==> src/rtl/avalon_master_arbiter_pkg.sv <==
// Shared types and helpers for the Avalon-MM master arbiter.
package avalon_arb_pkg;

  typedef enum logic {
    IDLE  = 1'b0,
    GRANT = 1'b1
  } state_t;

  localparam int NUM_REQ_DFLT     = 2;
  localparam int MAX_PENDING_DFLT = 4;
  localparam int REQ_IDW          = $clog2(NUM_REQ_DFLT);
  localparam int PEND_W           = $clog2(MAX_PENDING_DFLT) + 1;

  // Requester-id width; never zero so a single-bit id still has a vector.
  function automatic int id_width(input int n);
    return (n > 1) ? $clog2(n) : 1;
  endfunction

endpackage

==> src/rtl/avalon_master_arbiter_id_fifo.sv <==
// Ordered record of which requester issued each outstanding read.
// A pop in the same cycle frees the slot for a push even when full.
module arb_id_fifo
  import avalon_arb_pkg::*;
#(
  parameter int DEPTH = MAX_PENDING_DFLT,
  parameter int WIDTH = REQ_IDW
) (
  input  logic                  clk,
  input  logic                  reset_n,
  input  logic                  push,
  input  logic [WIDTH-1:0]      push_data,
  input  logic                  pop,
  output logic [WIDTH-1:0]      head,
  output logic                  full,
  output logic                  empty,
  output logic [$clog2(DEPTH):0] count
);

  localparam int PTR_W = (DEPTH > 1) ? $clog2(DEPTH) : 1;
  localparam int CNT_W = $clog2(DEPTH) + 1;

  logic [WIDTH-1:0] mem_q [DEPTH];
  logic [PTR_W-1:0] wr_ptr_q, wr_ptr_d;
  logic [PTR_W-1:0] rd_ptr_q, rd_ptr_d;
  logic [CNT_W-1:0] count_q, count_d;
  logic             do_push, do_pop;

  assign empty = (count_q == '0);
  assign full  = (count_q == CNT_W'(DEPTH));
  assign count = count_q;
  assign head  = mem_q[rd_ptr_q];

  // Pointer and occupancy update; pointers wrap naturally (DEPTH is a power of 2).
  always_comb begin
    do_pop   = pop & ~empty;
    do_push  = push & (~full | do_pop);
    wr_ptr_d = wr_ptr_q + PTR_W'(do_push);
    rd_ptr_d = rd_ptr_q + PTR_W'(do_pop);
    count_d  = count_q + CNT_W'(do_push) - CNT_W'(do_pop);
  end

  // Pointer/occupancy registers; outstanding ids are dropped on reset.
  always_ff @(posedge clk or negedge reset_n) begin
    if (!reset_n) begin
      wr_ptr_q <= '0;
      rd_ptr_q <= '0;
      count_q  <= '0;
    end else begin
      wr_ptr_q <= wr_ptr_d;
      rd_ptr_q <= rd_ptr_d;
      count_q  <= count_d;
    end
  end

  // Id storage, written at the tail on an accepted push.
  always_ff @(posedge clk or negedge reset_n) begin
    if (!reset_n) begin
      for (int i = 0; i < DEPTH; i++) mem_q[i] <= '0;
    end else if (do_push) begin
      mem_q[wr_ptr_q] <= push_data;
    end
  end

endmodule

==> src/rtl/avalon_master_arbiter.sv <==
// Round-robin arbiter sharing one Avalon-MM master port among NUM_REQ requesters.
// One transaction per grant; read returns are routed back in issue order.
//
// state | meaning
// IDLE  | no owner; pick the next requester at/after rr_ptr
// GRANT | granted requester drives the master port until accepted or it drops
module avalon_master_arbiter
  import avalon_arb_pkg::*;
#(
  parameter int NUM_REQ             = NUM_REQ_DFLT,
  parameter int MASTER_ADDRESSWIDTH = 26,
  parameter int DATAWIDTH           = 32,
  parameter int MAX_PENDING         = MAX_PENDING_DFLT
) (
  input  logic                                        clk,
  input  logic                                        reset_n,
  input  logic [NUM_REQ-1:0][MASTER_ADDRESSWIDTH-1:0] req_address,
  input  logic [NUM_REQ-1:0][DATAWIDTH-1:0]           req_writedata,
  input  logic [NUM_REQ-1:0]                          req_write,
  input  logic [NUM_REQ-1:0]                          req_read,
  output logic [NUM_REQ-1:0]                          req_waitrequest,
  output logic [DATAWIDTH-1:0]                        req_readdata,
  output logic [NUM_REQ-1:0]                          req_readdatavalid,
  output logic [MASTER_ADDRESSWIDTH-1:0]              master_address,
  output logic [DATAWIDTH-1:0]                        master_writedata,
  output logic                                        master_write,
  output logic                                        master_read,
  input  logic [DATAWIDTH-1:0]                        master_readdata,
  input  logic                                        master_readdatavalid,
  input  logic                                        master_waitrequest,
  output logic [$clog2(MAX_PENDING):0]                pending_count,
  output logic                                        rd_orphan
);

  localparam int ID_W = id_width(NUM_REQ);

  state_t             state_q, state_d;
  logic [ID_W-1:0]    grant_q, grant_d;
  logic [ID_W-1:0]    rr_ptr_q, rr_ptr_d;
  logic               rd_orphan_q, rd_orphan_d;
  logic [NUM_REQ-1:0] req_any;
  logic               gnt_wr, gnt_rd, rd_slot, strobe;
  logic               id_push, id_pop, fifo_full, fifo_empty;
  logic [ID_W-1:0]    id_head;

  // First requester at or after ptr, searching cyclically.
  function automatic logic [ID_W-1:0] rr_pick(input logic [NUM_REQ-1:0] req,
                                              input logic [ID_W-1:0]    ptr);
    logic [ID_W-1:0] pick;
    logic [ID_W:0]   idx;
    logic            found;
    pick  = ptr;
    found = 1'b0;
    for (int i = 0; i < NUM_REQ; i++) begin
      idx = {1'b0, ptr} + (ID_W+1)'(i);
      if (idx >= (ID_W+1)'(NUM_REQ)) idx = idx - (ID_W+1)'(NUM_REQ);
      if (!found && req[idx[ID_W-1:0]]) begin
        pick  = idx[ID_W-1:0];
        found = 1'b1;
      end
    end
    return pick;
  endfunction

  assign req_any       = req_write | req_read;
  assign id_pop        = master_readdatavalid & ~fifo_empty;
  assign req_readdata  = master_readdata;
  assign rd_orphan     = rd_orphan_q;

  // Next-state and master-port mux; a write beats a read from the same requester.
  always_comb begin
    state_d          = state_q;
    grant_d          = grant_q;
    rr_ptr_d         = rr_ptr_q;
    rd_orphan_d      = rd_orphan_q | (master_readdatavalid & fifo_empty);
    master_address   = '0;
    master_writedata = '0;
    master_write     = 1'b0;
    master_read      = 1'b0;
    req_waitrequest  = '1;
    id_push          = 1'b0;
    gnt_wr           = 1'b0;
    gnt_rd           = 1'b0;
    rd_slot          = 1'b0;
    strobe           = 1'b0;
    unique case (state_q)
      IDLE: begin
        if (|req_any) begin
          grant_d = rr_pick(req_any, rr_ptr_q);
          state_d = GRANT;
        end
      end
      GRANT: begin
        master_address   = req_address[grant_q];
        master_writedata = req_writedata[grant_q];
        gnt_wr           = req_write[grant_q];
        gnt_rd           = req_read[grant_q] & ~gnt_wr;
        // A return popping this cycle frees the slot a full FIFO would block.
        rd_slot          = ~fifo_full | id_pop;
        master_write     = gnt_wr;
        master_read      = gnt_rd & rd_slot;
        strobe           = gnt_wr | (gnt_rd & rd_slot);
        if (strobe) begin
          req_waitrequest[grant_q] = master_waitrequest;
          if (!master_waitrequest) begin
            rr_ptr_d = (grant_q == ID_W'(NUM_REQ - 1)) ? '0 : grant_q + ID_W'(1);
            id_push  = gnt_rd;
            state_d  = IDLE;
          end
        end else if (!req_any[grant_q]) begin
          state_d = IDLE;
        end
      end
      default: state_d = IDLE;
    endcase
  end

  // Route a read return to the requester at the head of the id FIFO.
  always_comb begin
    req_readdatavalid = '0;
    if (id_pop) req_readdatavalid[id_head] = 1'b1;
  end

  // Arbiter state registers.
  always_ff @(posedge clk or negedge reset_n) begin
    if (!reset_n) begin
      state_q     <= IDLE;
      grant_q     <= '0;
      rr_ptr_q    <= '0;
      rd_orphan_q <= 1'b0;
    end else begin
      state_q     <= state_d;
      grant_q     <= grant_d;
      rr_ptr_q    <= rr_ptr_d;
      rd_orphan_q <= rd_orphan_d;
    end
  end

  arb_id_fifo #(
    .DEPTH (MAX_PENDING),
    .WIDTH (ID_W)
  ) u_id_fifo (
    .clk       (clk),
    .reset_n   (reset_n),
    .push      (id_push),
    .push_data (grant_q),
    .pop       (id_pop),
    .head      (id_head),
    .full      (fifo_full),
    .empty     (fifo_empty),
    .count     (pending_count)
  );

endmodule

==> config.mk <==
export PLATFORM = sky130hd
export DESIGN_NAME = avalon_master_arbiter
export DESIGN_NICKNAME = d
export VERILOG_FILES = /design/src/rtl/avalon_master_arbiter_pkg.sv /design/src/rtl/avalon_master_arbiter_id_fifo.sv /design/src/rtl/avalon_master_arbiter.sv
export SDC_FILE = /design/constraint.sdc
export NUM_CORES = 1
export LEC_CHECK = 0
export ABC_CLOCK_PERIOD_IN_PS = 3200
export BUFFER_PORTS_ARGS = -buffer_cell sky130_fd_sc_hd__buf_2
export CELL_PAD_IN_SITES_DETAIL_PLACEMENT = 1
export CELL_PAD_IN_SITES_GLOBAL_PLACEMENT = 1
export CORE_MARGIN = 2
export CORE_UTILIZATION = 19
export DETAILED_ROUTE_END_ITERATION = 7
export GPL_TIMING_DRIVEN = 1
export PLACE_DENSITY_LB_ADDON = 0.1
export SYNTH_ARGS = -nofsm -noshare
export SYNTH_HDL_FRONTEND = slang
export SYNTH_HIERARCHICAL = 1
export SYNTH_SLANG_ARGS = --single-unit
==> constraint.sdc <==
create_clock -name clk -period 3.2 [get_ports clk]
set_input_delay 0.32 -clock clk [delete_from_list [all_inputs] [get_ports clk]]
set_output_delay 0.32 -clock clk [all_outputs]
set_load 0.01 [all_outputs]
# Word level (Yosys, flattened, before mapping)

Cells that the tools add are included.

Register bits after elaboration: 15
Bits of input ports: 156
Output and inout port bits: 100
Logic and storage cells: 111

Add/sub/neg operators: 8
Magnitude comparators: 11
Equal/unequal tests: 1
Mux-type cells: 51
Bitwise operators: 20
Reductions and logical operators: 9

Operators by type and width:

| cell                                                        | count |
|---|---|
| 2-to-1 mux 32 bit                                           | 3 |
| 2-to-1 mux 26 bit                                           | 3 |
| 2-to-1 mux 1 bit                                            | 36 |
| less-than comparator 1 x 2 -> 1 bit (second input constant) | 4 |
| AND 1 bit                                                   | 6 |
| >= comparator 3 bit (second input constant)                 | 2 |
| 2-to-1 mux 2 bit                                            | 3 |
| NOT 2 -> 3 bit                                              | 2 |
| NOT 1 bit                                                   | 5 |
| adder 2 x 1 -> 2 bit                                        | 2 |
| bitwise mux 4 bit                                           | 1 |
| logical AND 1 bit                                           | 4 |
| bitwise OR 1 bit                                            | 4 |
| bitwise OR 2 bit                                            | 2 |
| adder 3 x 1 -> 3 bit                                        | 1 |
| == test 3 bit (second input constant)                       | 1 |
| logical NOT 3 bit                                           | 1 |
| less-than comparator 3 x 1 -> 1 bit (second input constant) | 1 |
| AND reduction 3 bit                                         | 1 |
| subtractor 3 x 1 -> 3 bit                                   | 1 |
| adder 1 x 1 -> 2 bit (second input constant)                | 1 |
| binary-select mux 1 bit (select 2 bit)                      | 1 |
| demux 1 bit (select 1 bit)                                  | 2 |
| demux 1 bit (select 2 bit)                                  | 1 |
| other kinds (10)                                            | 12 |

# Depth between registers and ports, before layout

Gate-level depths: netlist (run 1).

Depth after elaboration: 12
Depth in mapped cells: 10
Gate-level depth less buffers: 10

# Cells and area by module

Netlist (run 1), hierarchy kept.

Modules (own cells, without submodules):

| module                | instances | cells each | area each (µm²) | sequential area each (µm²) |
|---|---|---|---|---|
| avalon_master_arbiter | 1         | 199        | 1401.3          | 100.1 |
| arb_id_fifo           | 1         | 39         | 530.5           | 275.3 |

# Worst setup path before layout (run 1)

No wires, ideal clock.

Kind: register to register
Start: register u_id_fifo.count_q[1] (netlist: u_id_fifo/count[1])
End: register u_id_fifo.count_q[2] (netlist: u_id_fifo/count[2])
Library setup time: 123 ps
Arrival time: 2399 ps
Data required time: 3077 ps
Path slack: 678 ps
Cell stages (with the launch flop): 11
Buffers on the path: 0
Clock period less this slack: 2522 ps
Cells stage by stage: dfrtp_1 -> nor3_1 -> nand2b_4 -> nand2_1 -> and3_1 -> nor3b_1 -> o21bai_1 -> ha_1 -> inv_1 -> fa_1 -> xnor2_1

Word-level cells in the longest chain between the ends: 11
Elaborated cells on any way between the ends: 15
Classes of those cells: add/sub: 2; eq/ne: 1; mux: 2; bitwise: 9; reduce/logical: 1

Ends and longest elaborated chain:

| item                      | line                                | source |
|---|---|---|
| start: declaration        | avalon_master_arbiter_id_fifo.sv:26 | `logic [CNT_W-1:0] count_q, count_d;` |
| start signal: assignment  | avalon_master_arbiter_id_fifo.sv:52 | `count_q <= count_d;` |
| logical NOT 3 bit         | avalon_master_arbiter_id_fifo.sv:29 | `assign empty = (count_q == '0);` |
| net fifo_empty            | avalon_master_arbiter.sv:43         | `logic id_push, id_pop, fifo_full, fifo_empty;` |
| NOT 1 bit                 | avalon_master_arbiter.sv:66         | `assign id_pop = master_readdatavalid & ~fifo_empty;` |
| AND 1 bit                 | avalon_master_arbiter.sv:66         |  |
| bitwise OR 1 bit          | avalon_master_arbiter.sv:99         | `rd_slot = ~fifo_full \| id_pop;` |
| AND 1 bit                 | avalon_master_arbiter.sv:102        | `strobe = gnt_wr \| (gnt_rd & rd_slot);` |
| bitwise OR 1 bit          | avalon_master_arbiter.sv:102        |  |
| 2-to-1 mux 1 bit          | avalon_master_arbiter.sv:103        | `if (strobe) begin` |
| 2-to-1 mux 1 bit          | avalon_master_arbiter.sv:86         | `unique case (state_q)` |
| net id_push               | avalon_master_arbiter.sv:43         |  |
| AND 1 bit                 | avalon_master_arbiter_id_fifo.sv:37 | `do_push = push & (~full \| do_pop);` |
| adder 3 x 1 -> 3 bit      | avalon_master_arbiter_id_fifo.sv:40 | `count_d = count_q + CNT_W'(do_push) - CNT_W'(do_pop);` |
| subtractor 3 x 1 -> 3 bit | avalon_master_arbiter_id_fifo.sv:40 |  |
| net u_id_fifo.count_d[2]  | avalon_master_arbiter_id_fifo.sv:26 |  |

The timed path passes the listed nets, and every way through them passes these cells.
A chain may end at the register's enable or synchronous reset.

# Final worst setup path (run 1)

Start: register u_id_fifo.count_q[1] (netlist: u_id_fifo/count[1])
End: register u_id_fifo.count_q[1] (netlist: u_id_fifo/count[1])

Same word-level chain as after synthesis.

==> results.ini, run 1 <==
[run_status]
outcome=finished clean

[routing]
drt_first_pass_iters=3
first_iter_violations=58
vias=2211
viasPerCell=4.219
routedWlPerCell_um=15.41
wl_um=8077
postRouteAntennaNets=0
drc=0

[global_routing]
gr-usage-all-layers_pct=13.84
first_global_vias=2269
gr-usage-met1_pct=14.91
use_met2_pct=26.90
gr-max-usage-layer=met2
antenna_found_initial=0
grt_remaining_overflow=0
use_met3_pct=2.433
grt_pass1_wl_um=12110
grt_max_degree=62

[synthesis]
synth_top_area_cell=mux2i_1
synthCells=238
synth_seq_cells=15
ys_types=38
synth_area_leaders=mux2i_1 (31%), dfrtp_1 (19%), nor2_1 (13%)
synth_top_area_share_pct=30.57
syn_nets=398
ys_seq_area_share_pct=19.43
yosysWarningCount=6
synth_area_per_cell_um2=8.117
syn_area_mm2=0.001932

[final_layout]
fillerInstances=1273
drive_gt1_share_pct=52.69
seq_area_um2=379.1
diodes=0
mostFrequentLayoutCells=buf_2 (191), nor2_1 (66), mux2i_1 (59), dfrtp_1 (14), inv_1 (6)
nets=552
area_growth_pct=46.57
final_common_cell=buf_2
multi_input_area_mm2=0.001232

[timing]
period_needed_ns=2.774
clock_skew_ns=0.003857
tightestPinTransition_ns=0.9910
fin_ws_ns=0.4258
finalMaxSlewViolations=0
hold_viol_final=0
fmax_mhz=360.5
timing.setup.tns_ns=0
setup_violations=0
finalCritPeriodShare_pct=86.69
rsz0062_at_grt=no
max-slew-margin-rel_pct=33.93

[clock_network]
insertion_delay_ns=0.26
cts.repair.resized=0
htreeDepth=1
cts-root-buf=clkbuf_8
cts_buffers=3
clk_pin_slew_ns=0.07
post_cts_buffers=0
cts_tree=yes
cts_buffer_depth=2
clock_sinks=15

[power_and_ir_drop]
powerDensity_mw_per_mm2=801.8
power.share.sequential_pct=17.5
p_sw_share_pct=49.40
p_switching_mw=1.122
comb_power_share_pct=75.3
p_leak_nw=1.710
intPower_mw=1.149
pwr-share-clk_pct=7.1
peakVddDrop_mv=0.3204

[placement]
routabilityCongestion=0.7873
dp_hpwl_um=6702
pre_cts_ws_ns=0.3918
io_buffer_count=191

[setup_path]
path_common_cell=inv_1
critPathLaunchType=register
crit_path_top_delay_cell=fa_1
crit_chain=nor3_1, nand2b_4, nand2_1, and3_1, nor3b_1, o21bai_1, ha_1, inv_1, fa_1, inv_1
slowest_delay_ns=0.48
arrival_ns=2.93
crit_type=reg -> reg
critPathCaptureType=register
path_buf_inv=2
r2r_slack_ns=0.43
cp_data_required_time_ns=3.35
critPathMaxFanout=6
cp_top_family=simple AND/OR/NAND/NOR gates

[die]
die_h_um=104.8
die_width_um=104.8
io-pin-count=256
core_mm2=0.009819
initial_core_util_pct=19.67
dieArea_mm2=0.01099
row_count=36

[flow_run]
cap_violations=0

[min_path]
hp-class=in -> reg

-- cells by family (layout without fill, tap and decap cells) --
group           Yosys count  count (layout)  share of synthesized area (%)
compound gates           11              11                          4.210
xor+xnor                  4               4                          1.814
fa+ha+maj                 4               4                          2.980
buf+inv                  52             205                          16.77
flops                    15              15                          19.43
mux                      64              64                          34.07
simple gates             88              88                          20.73
-- area by class of cell --
| class | instances | share of cell area, % |
|---|---|---|
| clock buffers | 3 | 1.458 |
| flip-flops and latches | 15 | 13.39 |
| multi-input cells | 171 | 43.53 |
| well taps | 133 | 5.877 |
| repair buffers | 194 | 34.64 |
| inverters | 7 | 0.9280 |
| clock inverters | 1 | 0.1768 |
-- power groups by stage --
| stage | Combinational [mW] | Clock (mW) | Sequential, mW |
|---|---|---|---|
| after floorplan | 1.16 | 0 | 0.373 |
| after global placement | 1.74 | 0 | 0.399 |
| after detailed placement | 1.75 | 0 | 0.403 |
| after CTS | 1.76 | 0.169 | 0.401 |
| after global routing | 1.90 | 0.178 | 0.420 |
| final | 1.71 | 0.162 | 0.398 |
-- per-stage QoR --
step                      utilization [%]  area, um^2  hold slack [ns]  power [mW]  std cells
after global placement              28.26        2775           0.2528       2.141        519
after global routing                28.84        2831           0.3292       2.498        524
after floorplan                         -        1932          0.02441       1.532        238
final                               28.84        2831           0.3210       2.270        524
after detailed placement            28.26        2775           0.2537       2.150        519
after CTS                           28.84        2831           0.3208       2.327        524
-- synth_stat cells (all sizes together) --
cell type,n
nor2,66
mux2i,59
buf,39
dfrtp,15
inv,7
clkbuf,6
mux2,4
nand2,4
a21oi,3
and3,3
ha,3
nand4b,2
nor3,2
nor3b,2
xnor2,2
xor2,2
a21boi,1
a21o,1
a2bb2oi,1
a31o,1
a32o,1
and2,1
fa,1
mux4,1
nand2b,1
nand3,1
nand4,1
nor2b,1
o211ai,1
o21bai,1
o31ai,1
or2,1
or2b,1
or3,1
or4b,1
-- sequential cells by signal, indices dropped and copies added, names as in the netlist --
| signal | cells |
|---|---|
| u_id_fifo/mem_q | 4 |
| u_id_fifo/count | 3 |
| u_id_fifo/rd_ptr_q | 2 |
| u_id_fifo/wr_ptr_q | 2 |
| grant_q | 1 |
| rd_orphan | 1 |
| rr_ptr_q | 1 |
| state_q | 1 |
-- worst reg2reg max path: stages (launching register included) --
cell	delay, ns
dfrtp_1	0.46
nor3_1	0.41
nand2b_4	0.24
nand2_1	0.06
and3_1	0.24
nor3b_1	0.36
o21bai_1	0.17
ha_1	0.15
inv_1	0.05
fa_1	0.48
inv_1	0.04
-- what timing repair did --
item	4_1_cts	5_1_grt
setup endpoints to repair	0	0
hold buffers	1	0
endpoints found under the hold margin	15	0
-- routing by layer --
layer  part of all wire, %  up-vias
met5                     0        -
met4                   2.5        0
met3                   6.2       26
met2                    56       93
met1                    36     1016
li1                      -     1076
-- path summary, 6_finish.rpt --
path | endpoint | from | cells after the start
max in group asynchronous | grant_q$_DFFE_PN0P_ | reset_n | 2
min in group asynchronous | rd_orphan$_DFF_PN0_ | reset_n | 2
worst max-delay path | u_id_fifo/count[1]$_DFF_PN0_ | u_id_fifo/count[1]$_DFF_PN0_ | 10
worst max register to register | u_id_fifo/count[1]$_DFF_PN0_ | u_id_fifo/count[1]$_DFF_PN0_ | 10
worst min register to register | rd_orphan$_DFF_PN0_ | rd_orphan$_DFF_PN0_ | 1
worst min-delay path | rd_orphan$_DFF_PN0_ | master_readdatavalid | 2
No activity file was read; power rests on OpenSTA's default activity.
==> inputs of run 2 (changes only) <==
ABC_CLOCK_PERIOD_IN_PS = 3400   (was 3200)
CORE_UTILIZATION = 21   (was 19)
CTS_CLUSTER_SIZE = 28   (was default)
clock period = 3.4 ns   (was 3.2 ns; I/O delays follow)
==> results.ini, run 2 (same netlist as run 1, synthesis figures left out) <==
[clock_network]
cts_tree=yes
cts_buffer_depth=2  ; unchanged
htreeDepth=1  ; unchanged
cts.repair.resized=0  ; unchanged
hold_buffers=0  ; -1
clk_pin_slew_ns=0.06  ; about the same
cts_buffers=3  ; unchanged
clock_sinks=15  ; unchanged
insertion_delay_ns=0.24  ; -0.02 ns
cts-root-buf=clkbuf_8
post_cts_buffers=0  ; unchanged

[global_routing]
grt_remaining_overflow=0  ; unchanged
gr-usage-all-layers_pct=13.78  ; -0.053 points
grt_pass1_wl_um=11120  ; -8.2%
use_met3_pct=3.203  ; +0.77 points
first_global_vias=2251  ; -0.79%
use_met2_pct=27.13  ; +0.23 points
grt_max_degree=64  ; +3.2%
gr-usage-met1_pct=14.71  ; -0.20 points
gr-max-usage-layer=met2
antenna_found_initial=0  ; unchanged

[power_and_ir_drop]
p_leak_nw=1.703  ; -0.40%
powerDensity_mw_per_mm2=757.1  ; -5.6%
pwr-share-clk_pct=6.8  ; -0.3 points
peakVddDrop_mv=0.3355  ; +4.7%
intPower_mw=1.086  ; -5.5%
p_switching_mw=1.026  ; -8.5%
p_sw_share_pct=48.59  ; -0.81 points
power.share.sequential_pct=17.4  ; about the same
comb_power_share_pct=75.8  ; +0.5 points

[routing]
wl_um=7441  ; -7.9%
drt_first_pass_iters=4  ; +1
viasPerCell=4.416  ; +4.6%
first_iter_violations=64  ; +10%
postRouteAntennaNets=0  ; unchanged
vias=2199  ; -0.54%
drc=0  ; unchanged
routedWlPerCell_um=14.94  ; -3.1%

[final_layout]
area_growth_pct=44.37
largest_reg_flops=4  ; unchanged
mostFrequentLayoutCells=buf_2 (191), nor2_1 (66), mux2i_1 (59), dfrtp_1 (14), inv_1 (6)
diodes=0  ; unchanged
regMostFlops=u_id_fifo/mem_q
final_common_cell=buf_2
nets=551  ; -0.18%
design_area_mm2=0.002789  ; -1.5%
fillerInstances=1146  ; -10%
drive_gt1_share_pct=52.56  ; -0.12 points

[die]
row_count=34  ; -5.6%
die_h_um=99.91  ; -4.7%
io-pin-count=256  ; unchanged
die_width_um=99.91  ; -4.7%
core_mm2=0.008806  ; -10%
dieArea_mm2=0.009982  ; -9.2%
initial_core_util_pct=21.94  ; +2.3 points

[timing]
period_needed_ns=2.754  ; -0.02047 ns
clock_skew_ns=0.001230  ; -0.002627 ns
setup_violations=0  ; unchanged
rsz0062_at_grt=no
tightestPinTransition_ns=1.052  ; +0.06094 ns
hold_viol_final=7  ; +7
whs_ns=-0.004185  ; -0.3252 ns
timing.setup.tns_ns=0  ; unchanged
max-slew-margin-rel_pct=29.87  ; -4.1 points
finalMaxSlewViolations=0  ; unchanged
finalCritPeriodShare_pct=80.99  ; -5.7 points
fmax_mhz=363.1  ; +0.74%

[setup_path]
cp_data_required_time_ns=3.53  ; +0.18 ns
crit_path_top_delay_cell=dfrtp_1
crit_type=reg -> reg
critPathMaxFanout=6  ; unchanged
critPathCaptureType=register
critPathLaunchType=register
crit_chain=nor3_1, nand2b_4, nand2_1, and3_1, nor3b_1, o21bai_1, ha_1, inv_1, fa_1, xnor2_1
arrival_ns=2.89  ; -0.04 ns
path_buf_inv=1  ; -1
slowest_delay_ns=0.45  ; -0.03 ns
cp_top_family=simple AND/OR/NAND/NOR gates

[placement]
dp_hpwl_um=6055  ; -9.6%
io_buffer_count=191  ; unchanged
placed_area_mm2=0.002744  ; -1.1%
routabilityCongestion=0.7104  ; -9.8%

[min_path]
hp-class=in -> async

[flow_run]
cap_violations=0  ; unchanged

[run_status]
violations=negative hold slack
outcome=complete, but fails checks

==> run 2: cell count changes in the layout (fill, tap and decap cells not counted), sizes merged <==
| cell | before | now |
|---|---|---|
| clkbuf | 3 | 4 |
| clkinv | 1 | 0 |
| dlygate4sd3 | 1 | 0 |
==> run 2: power groups by stage <==
stage,Combinational [mW],Clock (mW),Sequential (mW)
detailed placement,1.64,0,0.372
floorplan,1.09,0,0.351
finish,1.60,0.143,0.367
CTS,1.65,0.154,0.369
global placement,1.63,0,0.368
global route,1.78,0.159,0.384
==> run 2: metal layers <==
| metal | part of all wire [%] | wire length [um] |
|---|---|---|
| met1 | 36 | 2674 |
| met2 | 55 | 4060 |
| met3 | 8.5 | 631 |
| met4 | 1.0 | 76 |
| met5 | 0 | 0 |
==> run 2: area by class of cell <==
type / instances / area [um^2] / area share, %
timing repair buffer: 193 / 970.9 / 34.81
tap: 108 / 135.1 / 4.845
clock buffer: 4 / 45.04 / 1.615
sequential: 15 / 379.1 / 13.59
multi-input combinational: 171 / 1232 / 44.19
inverter: 7 / 26.28 / 0.9421
==> run 2: worst paths after layout <==
kind | slack (ns) | endpoint | cells after the start | from
worst min-delay path | -0.004 | u_id_fifo/count[0]$_DFF_PN0_ | 1 | reset_n
worst max register to register | 0.65 | u_id_fifo/count[2]$_DFF_PN0_ | 10 | u_id_fifo/count[1]$_DFF_PN0_
worst min register to register | 0.47 | rd_orphan$_DFF_PN0_ | 1 | rd_orphan$_DFF_PN0_
min in group clk | 0.37 | rd_orphan$_DFF_PN0_ | 2 | master_readdatavalid
worst max-delay path | 0.65 | u_id_fifo/count[2]$_DFF_PN0_ | 10 | u_id_fifo/count[1]$_DFF_PN0_
max in group asynchronous | 3.11 | grant_q$_DFFE_PN0P_ | 1 | reset_n
==> run 2: worst register-to-register path: stages (launching register included) <==
cell	delay, ns
dfrtp_1	0.45
nor3_1	0.39
nand2b_4	0.24
nand2_1	0.06
and3_1	0.23
nor3b_1	0.38
o21bai_1	0.17
ha_1	0.16
inv_1	0.05
fa_1	0.37
xnor2_1	0.14
==> run 2: through the flow <==
step	hold WS [ns]	power, mW	util, %	worst slack (ns)	instances
6_report	-0.004185	2.112	31.67	0.6463	498
5_1_grt	0.01288	2.323	31.67	0.3156	498
4_1_cts	0.001019	2.173	31.67	0.6131	498
3_5_place_dp	0.2712	2.015	31.16	0.6245	494
3_3_place_gp	0.2716	2.001	31.16	0.6930	494
2_1_floorplan	0.04441	1.442	-	0.8785	238
